===== config.mk =====
export PLATFORM = sky130hd
export DESIGN_NAME = alu_arbiter
export DESIGN_NICKNAME = d
export VERILOG_FILES = /design/src/rtl/alu_arbiter.sv
export SDC_FILE = /design/constraint.sdc
export NUM_CORES = 1
export LEC_CHECK = 0
export ABC_CLOCK_PERIOD_IN_PS = 1480
export CAP_MARGIN = 40
export CORE_UTILIZATION = 33
export DETAILED_ROUTE_END_ITERATION = 16
export HOLD_SLACK_MARGIN = 0.05
export PLACE_DENSITY = 0.77
export SYNTH_ARGS = -nofsm -noshare
export SYNTH_HDL_FRONTEND = slang
export SYNTH_SLANG_ARGS = --single-unit

===== constraint.sdc =====
create_clock -name clk -period 1.48 [get_ports clk]
set_input_delay 0.296 -clock clk [delete_from_list [all_inputs] [get_ports clk]]
set_output_delay 0.296 -clock clk [all_outputs]
set_load 0.02 [all_outputs]

===== src/rtl/alu_arbiter.sv =====
// Round-robin arbiter sharing one 32-bit ALU between N_REQ requesters.
// Define ALU_ARB_FIXED_PRIO_EN for fixed lowest-index-first priority.
`timescale 1ns/1ps
module alu_arbiter #(
    parameter int N_REQ = 2,
    localparam int ID_W = $clog2(N_REQ)
) (
    input  logic                clk,
    input  logic                rst_n,
    input  logic [N_REQ-1:0]    req_valid,
    output logic [N_REQ-1:0]    req_ready,
    input  logic [N_REQ*32-1:0] req_a,
    input  logic [N_REQ*32-1:0] req_b,
    input  logic [N_REQ*4-1:0]  req_op,
    output logic [31:0]         alu_a,
    output logic [31:0]         alu_b,
    output logic [3:0]          alu_opcode,
    input  logic [31:0]         alu_result,
    input  logic                alu_zero,
    output logic                rsp_valid,
    input  logic                rsp_ready,
    output logic [ID_W-1:0]     rsp_id,
    output logic [31:0]         rsp_result,
    output logic                rsp_zero
);

    localparam logic [3:0] NOP = 4'b1111;

    typedef enum logic [1:0] {S_IDLE, S_EXEC, S_RESP} state_e;

    state_e          state_q;
    logic [31:0]     alu_a_q;
    logic [31:0]     alu_b_q;
    logic [3:0]      alu_op_q;
    logic [ID_W-1:0] cur_id_q;
    logic            rsp_valid_q;
    logic [ID_W-1:0] rsp_id_q;
    logic [31:0]     rsp_result_q;
    logic            rsp_zero_q;

    logic [ID_W-1:0] base;
    logic            gnt_vld;
    logic [ID_W-1:0] gnt_id;
    logic [ID_W:0]   sum;

    logic [31:0] a_arr  [N_REQ];
    logic [31:0] b_arr  [N_REQ];
    logic [3:0]  op_arr [N_REQ];

    for (genvar i = 0; i < N_REQ; i++) begin : g_unpack
        assign a_arr[i]  = req_a[32*i +: 32];
        assign b_arr[i]  = req_b[32*i +: 32];
        assign op_arr[i] = req_op[4*i +: 4];
    end

`ifdef ALU_ARB_FIXED_PRIO_EN
    assign base = '0;
`else
    logic [ID_W-1:0] rr_ptr_q;
    logic [ID_W-1:0] rr_ptr_d;
    assign base = rr_ptr_q;
    assign rr_ptr_d = (cur_id_q == ID_W'(N_REQ - 1)) ? '0 : cur_id_q + ID_W'(1);
`endif

    // Scan downward so the lowest offset from base wins the grant.
    always_comb begin
        gnt_vld = 1'b0;
        gnt_id  = '0;
        sum     = '0;
        for (int k = N_REQ - 1; k >= 0; k--) begin
            sum = {1'b0, base} + (ID_W+1)'(k);
            if (sum >= (ID_W+1)'(N_REQ)) begin
                sum = sum - (ID_W+1)'(N_REQ);
            end
            if (req_valid[sum[ID_W-1:0]]) begin
                gnt_vld = 1'b1;
                gnt_id  = sum[ID_W-1:0];
            end
        end
    end

    always_comb begin
        req_ready = '0;
        if (state_q == S_IDLE && gnt_vld) begin
            req_ready[gnt_id] = 1'b1;
        end
    end

    always_ff @(posedge clk or negedge rst_n) begin
        if (!rst_n) begin
            state_q      <= S_IDLE;
            alu_a_q      <= '0;
            alu_b_q      <= '0;
            alu_op_q     <= NOP;
            cur_id_q     <= '0;
            rsp_valid_q  <= 1'b0;
            rsp_id_q     <= '0;
            rsp_result_q <= '0;
            rsp_zero_q   <= 1'b0;
`ifndef ALU_ARB_FIXED_PRIO_EN
            rr_ptr_q     <= '0;
`endif
        end else begin
            unique case (state_q)
                S_IDLE: begin
                    if (gnt_vld) begin
                        alu_a_q  <= a_arr[gnt_id];
                        alu_b_q  <= b_arr[gnt_id];
                        alu_op_q <= op_arr[gnt_id];
                        cur_id_q <= gnt_id;
                        state_q  <= S_EXEC;
                    end
                end
                S_EXEC: begin
                    rsp_result_q <= alu_result;
                    rsp_zero_q   <= alu_zero;
                    rsp_id_q     <= cur_id_q;
                    rsp_valid_q  <= 1'b1;
                    alu_op_q     <= NOP;
                    state_q      <= S_RESP;
                end
                S_RESP: begin
                    if (rsp_ready) begin
                        rsp_valid_q <= 1'b0;
`ifndef ALU_ARB_FIXED_PRIO_EN
                        rr_ptr_q    <= rr_ptr_d;
`endif
                        state_q     <= S_IDLE;
                    end
                end
                default: state_q <= S_IDLE;
            endcase
        end
    end

    assign alu_a      = alu_a_q;
    assign alu_b      = alu_b_q;
    assign alu_opcode = alu_op_q;
    assign rsp_valid  = rsp_valid_q;
    assign rsp_id     = rsp_id_q;
    assign rsp_result = rsp_result_q;
    assign rsp_zero   = rsp_zero_q;

endmodule


=== Word level (Yosys, flattened, before mapping) ===
Cells that the tools add are included.

* Register bits: 107
* Latch bits: 0
* Bits in writable memories: 0
* Bits in read-only memories: 0
* Bits of input ports: 174
* Output and inout port bits: 105
* Logic and storage cells: 66
* Memories: 0

* Add/subtract/negate cells: 4
* Multipliers: 0
* Divide/modulo/power cells: 0
* Magnitude comparators: 7
* Equal/unequal tests: 4
* Shift operators: 0
* Multiplexer cells: 30
* Bitwise logic cells: 1
* Reduce and logical (&&, ||, !) cells: 10

{| class="wikitable"
|+ Operator list
! kind !! count
|-
| two-way mux 32 bit || 6
|-
| two-way mux 4 bit || 4
|-
| two-way mux 1 bit || 13
|-
| AND reduction 2 bit || 5
|-
| one-hot mux 4 bit (2 select lines) || 1
|-
| < comparator 1 x 2 -> 1 bit, second input constant || 3
|-
| two-way mux 2 bit || 3
|-
| one-hot mux 2 bit (3 select lines) || 1
|-
| >= comparator 2 bit, second input constant || 2
|-
| inequality test 2 bit, second input constant || 2
|-
| nonzero test 2 bit || 2
|-
| adder 1 x 1 -> 2 bit, second input constant || 1
|-
| equality test 2 x 1 -> 1 bit, second input constant || 1
|-
| equality test 2 bit, second input constant || 1
|-
| >= comparator 1 x 2 -> 1 bit, second input constant || 1
|-
| logical AND 1 bit || 2
|-
| zero test 2 bit || 1
|-
| NOT 1 -> 2 bit || 1
|-
| one-hot mux 1 bit (2 select lines) || 1
|-
| subtractor 1 bit, second input constant || 2
|-
| adder 1 bit, second input constant || 1
|-
| demux 1 bit (select 1 bit) || 1
|-
| >= comparator 1 bit, second input constant || 1
|}

=== Longest topological paths before layout ===
* Depth in word-level cells: 13
* Mapped depth: 7
* Mapped depth without buffers: 5

=== Least setup slack after synthesis ===
Ideal clock, no wire load.

* Path kind: reg2reg
* Start: register rr_ptr_q (netlist: base)
* End: register alu_a_q[0] (netlist: alu_a[0])
* Setup time: 127 ps
* Data arrival time: 1342 ps
* Data required time: 1353 ps
* Path slack: 11 ps
* Cell stages (with the launch flop): 7
* Path buffers: 2
* Period minus slack after synthesis: 1469 ps
* Cell sequence: dfrtp_1 -> and2b_1 -> and3b_1 -> buf_6 -> buf_6 -> a222oi_1 -> inv_1

* Word-level cells in the longest chain between the ends: 11
* Elaborated cells between the ends (all ways): 20
* Those cells by class: add/sub (3); order compare (2); mux (13); bitwise (1); reduce/logical (1)

{| class="wikitable"
|+ RTL lines
! what !! line !! RTL
|-
| start, declared || 59 || <nowiki>logic [ID_W-1:0] rr_ptr_q;</nowiki>
|-
| start signal, assigned || 126 || <nowiki>rr_ptr_q <= rr_ptr_d;</nowiki>
|-
| adder 1 x 1 -> 2 bit || 71 || <nowiki>sum = {1'b0, base} + (ID_W+1)'(k);</nowiki>
|-
| >= comparator 2 bit / subtractor 1 bit (equally long branches) || 72, 73 ||
|-
| two-way mux 1 bit || 72 || <nowiki>if (sum >= (ID_W+1)'(N_REQ)) begin</nowiki>
|-
| two-way mux 1 bit (implied by the code) (2 in a row) || 75 || <nowiki>if (req_valid[sum[ID_W-1:0]]) begin</nowiki>
|-
| two-way mux 1 bit (2 in a row) || 75 ||
|-
| NOT 1 -> 2 bit (implied by the code) || 107 || <nowiki>alu_a_q <= a_arr[gnt_id];</nowiki>
|-
| two-way mux 32 bit (implied by the code) (3 in a row) || 107 ||
|-
| end signal, assigned || 107 ||
|-
| end, declared || 32 || <nowiki>logic [31:0] alu_a_q;</nowiki>
|}

Parallel ways exist; a longest one is shown, timed or not. The select of a mux whose other input is x is not followed.
A chain may end at the register's enable or synchronous reset.

=== Final worst setup path ===
* Start: register state_q[1]
* End: output port req_ready[0]

* Word-level cells in the longest chain between the ends: 3

{| class="wikitable"
|+ RTL lines
! what !! line !! RTL
|-
| start, declared || 31 || <nowiki>state_e state_q;</nowiki>
|-
| start signal, assigned || 91 || <nowiki>state_q <= S_IDLE;</nowiki>
|-
| start signal, assigned || 111 || <nowiki>state_q <= S_EXEC;</nowiki>
|-
| start signal, assigned || 120 || <nowiki>state_q <= S_RESP;</nowiki>
|-
| zero test 2 bit || 84 || <nowiki>if (state_q == S_IDLE && gnt_vld) begin</nowiki>
|-
| logical AND 1 bit || 84 ||
|-
| two-way mux 2 bit || 84 ||
|-
| end, declared || 11 || <nowiki>output logic [N_REQ-1:0] req_ready,</nowiki>
|}

No other way between the ends.

==> qor.csv <==
stage,metric,value,unit
routing,Iteration-0 DRC Markers,464,
synthesis,Synth Flop Type,dfrtp_1,
power,combinational power share,52.3,%
timing,fin. max-slew vios,0,
critical_path,CP cell instances,"nor2_4, and3_4, buf_6",
power,Power Internal,9.12,mW
layout,layout cells sized above 1,8.87,%
routing,Pre-antenna DRT Iters,6,
routing,DRC Markers,0,
floorplan,CORE AREA,12700,sq um
synthesis,Synth Area per Inst,10.7,sq um
synthesis,Yosys top cell area share,59.1,%
critical_path,arrival time worst endpoint,1.31,ns
status,outcome,finished with violations,
grt,initial antenna violation count,0,
cts,H-tree levels,3,
synthesis,part of the Yosys area used for sequential elements,61.6,%
layout,Layout Cells excl Fill,871,
critical_path,startpoint type of the worst setup path,flip-flop,
place,placed cell count,847,
flow_run,number of max-cap violations,0,
place,PortBufs,278,
floorplan,initial core utilization,34.3,%
grt,vias in the first global route,4409,
cts,clk slew on worst S/H paths,0.07,ns
routing,wire per inst,17.6,microns
place,GPL Wtd Cong,0.730,
timing,max_slew headroom,77.5,%
synthesis,syn nets,581,
status,violated checks,setup timing,
timing,Setup WS post-layout,-0.128,ns
cts,Clock Latency Late Sink,0.35,ns
cts,CTS tree,yes,
floorplan,Die Span Y,117,microns
floorplan,Die Wd,117,microns
synthesis,post-synthesis cell type count,20,
layout,final net count,868,
layout,area of the multi-input gates,1280,sq um
timing,Worst-Margin Slew,0.338,ns
power,Max IR drop VDD,1010,uV
floorplan,num rows,41,
synthesis,asr flop ratio synth,100,%
synthesis,Mapped Cells,407,
synthesis,post-synth top area cell,dfrtp_1,
synthesis,"Warnings, synthesis",0,
layout,Fillers,1108,
power,Sw Ratio,41.5,%
power,Seq pwr share,33.0,%
power,total power,15.6,mW
routing,Routed Antenna Nets,0,
grt,gr usage total,21.3,%
cts,clock root buffer,clkbuf_16,
power,Clk network pwr share,14.7,%
timing,final period utilization,109,%
layout,Reg area,2680,sq um
layout,# diodes,0,
routing,DR vias,4401,
cts,Clock Sinks,107,
grt,Overflow after GRT,0,
cts,Clock Path Buffers,2,
synthesis,number of enable flip-flop cells after synthesis,0,
cts,TritonCTS buffer count,9,
critical_path,critical path class,reg2out,
timing,final setup violation count,64,
routing,vias per cell,5.05,
grt,first-pass GRT wire length,22.1,mm
critical_path,worst-path fanout max,3,
timing,fin crit period,1.61,ns
timing,fmax,622,MHz
critical_path,CP max-delay cell,dfrtp_1,
synthesis,#FFs+latches synth,107,
timing,final count of hold timing violations,0,
power,Power Dens Cells,2020,nW/um^2
floorplan,die area,13700,sq um
power,Leakage,3.90,nW
routing,drt total wl,15.3,mm
critical_path,worst path required time,1.18,ns
critical_path,max incr delay on CP,0.42,ns
power,NetSw,6.47,mW
synthesis,Mapped Area,4360,sq um
place,Post-DP HPWL,10.8,mm
synthesis,top post-synthesis cells by area,"dfrtp_1 (59%), a222oi_1 (15%), nand2_1 (9.4%)",
floorplan,# IOs,279,
critical_path,Worst setup EP type,primary output,
timing,RSZ-0062 raised after global routing,yes,
grt,largest net degree at the start of global routing,65,
layout,Layout area overhead,76.8,%
worst_hold_path,worst hold-check path type,reg2reg,
layout,Util after Layout,60.6,%
timing,Setup Skew,0.00931,ns
==> what timing repair did <==
item	4_1_cts	5_1_grt
pin swaps	6	7
hold buffers	1	0
cloned	1	1
setup endpoints to repair	165	70
hold endpoints to repair	103	0
gates resized for setup	117	9
buffers inserted	5	0
==> cell usage after synthesis, drive strengths merged (2+ instances only) <==
cell,count
nand2b,3
clkbuf,14
a21oi,2
o21ai,7
dfrtp,103
dfstp,4
buf,16
inv,66
nand2,109
a222oi,64
a211oi,4
nor2,9
==> cell families after synthesis <==
group | Yosys count | synth area share (%)
and+or+nand+nor | 126 | 11.5
AOI/OAI and AO/OA | 78 | 16.6
buffers and inverters | 96 | 10.3
DFF | 107 | 61.6
==> routing by layer <==
| layer | routed length, microns | GRT usage, % | up-vias |
|---|---|---|---|
| li1 | - | - | 2001 |
| met1 | 5360 | 22.2 | 2135 |
| met2 | 7950 | 38.9 | 235 |
| met3 | 1510 | 6.69 | 30 |
| met4 | 473 | 10.5 | 0 |
| met5 | 0 | 0 | - |
==> worst max-delay path: cells and delay by family, from the launching register on <==
family,cells,cell delay (ns)
buf+inv,1,0.14
flops,1,0.42
simple gates,2,0.41
==> through the flow <==
stage / TNS (ns) / worst slack (ns) / hold slack, ns / area, sq um
after global routing: -10.21 / -0.240 / 0.474 / 7700
final: -4.19 / -0.128 / 0.469 / 7700
after detailed placement: -33.03 / -0.586 / 0.321 / 7380
after global placement: -29.42 / -0.540 / 0.314 / 7380
after floorplan: 0 / 0.0111 / 0.000409 / 4360
after CTS: -5.26 / -0.146 / 0.463 / 7640
==> placed cells by master (no fill, tap or decap), types with 4 or more instances in the layout <==
| cell | netlist | routed |
|---|---|---|
| nor2_1 | 9 | 8 |
| a211oi_2 | 0 | 4 |
| dfstp_2 | 4 | 4 |
| clkdlybuf4s50_1 | 0 | 171 |
| nand2_1 | 109 | 109 |
| dlygate4sd2_1 | 0 | 99 |
| o21ai_1 | 5 | 4 |
| buf_4 | 0 | 22 |
| dfrtp_1 | 103 | 103 |
| clkbuf_16 | 0 | 10 |
| buf_12 | 0 | 6 |
| a222oi_1 | 64 | 64 |
| inv_1 | 66 | 66 |
==> layout make-up <==
type | count | area share (%)
Timing Repair Buffer | 306 | 38.9
Sequential cell | 107 | 34.8
Multi-Input combinational cell | 204 | 16.6
Clock buffer | 13 | 3.38
Inverter | 66 | 3.22
Tap cell | 172 | 2.79
Clock inverter | 3 | 0.276
==> path summary, 6_finish.rpt <==
| kind | from | endpoint | slack (ns) | cells after the start |
|---|---|---|---|---|
| max in group asynchronous | rst_n | alu_opcode[1] | 0.68 | 3 |
| hold / removal | rsp_result[3] | rsp_result[3] | 0.47 | 2 |
| hold reg to reg | rsp_result[3] | rsp_result[3] | 0.47 | 2 |
| setup reg to reg | base | alu_a[14] | -0.11 | 6 |
| min in group asynchronous | rst_n | rsp_result[6] | 0.50 | 3 |
| setup / recovery | state_q[1] | req_ready[0] | -0.13 | 3 |
==> state kept, by name, summed over array words and instances, names as in the netlist <==
name and count:
alu_a 32, alu_b 32, rsp_result 32, alu_opcode 4
state_q 2, base 1, cur_id_q 1, rsp_id 1
rsp_valid 1, rsp_zero 1
==> power by group through the flow <==
stage                     clock network (mW)  registers, mW  logic [mW]
final                                   2.29           5.14        8.15
after CTS                               2.36           5.14        8.11
after global placement                     0           5.14        8.59
after floorplan                            0           6.82        2.89
after detailed placement                   0           5.22        8.81
after global routing                    2.49           5.31        8.85
Power figures use the tool's default switching activity.
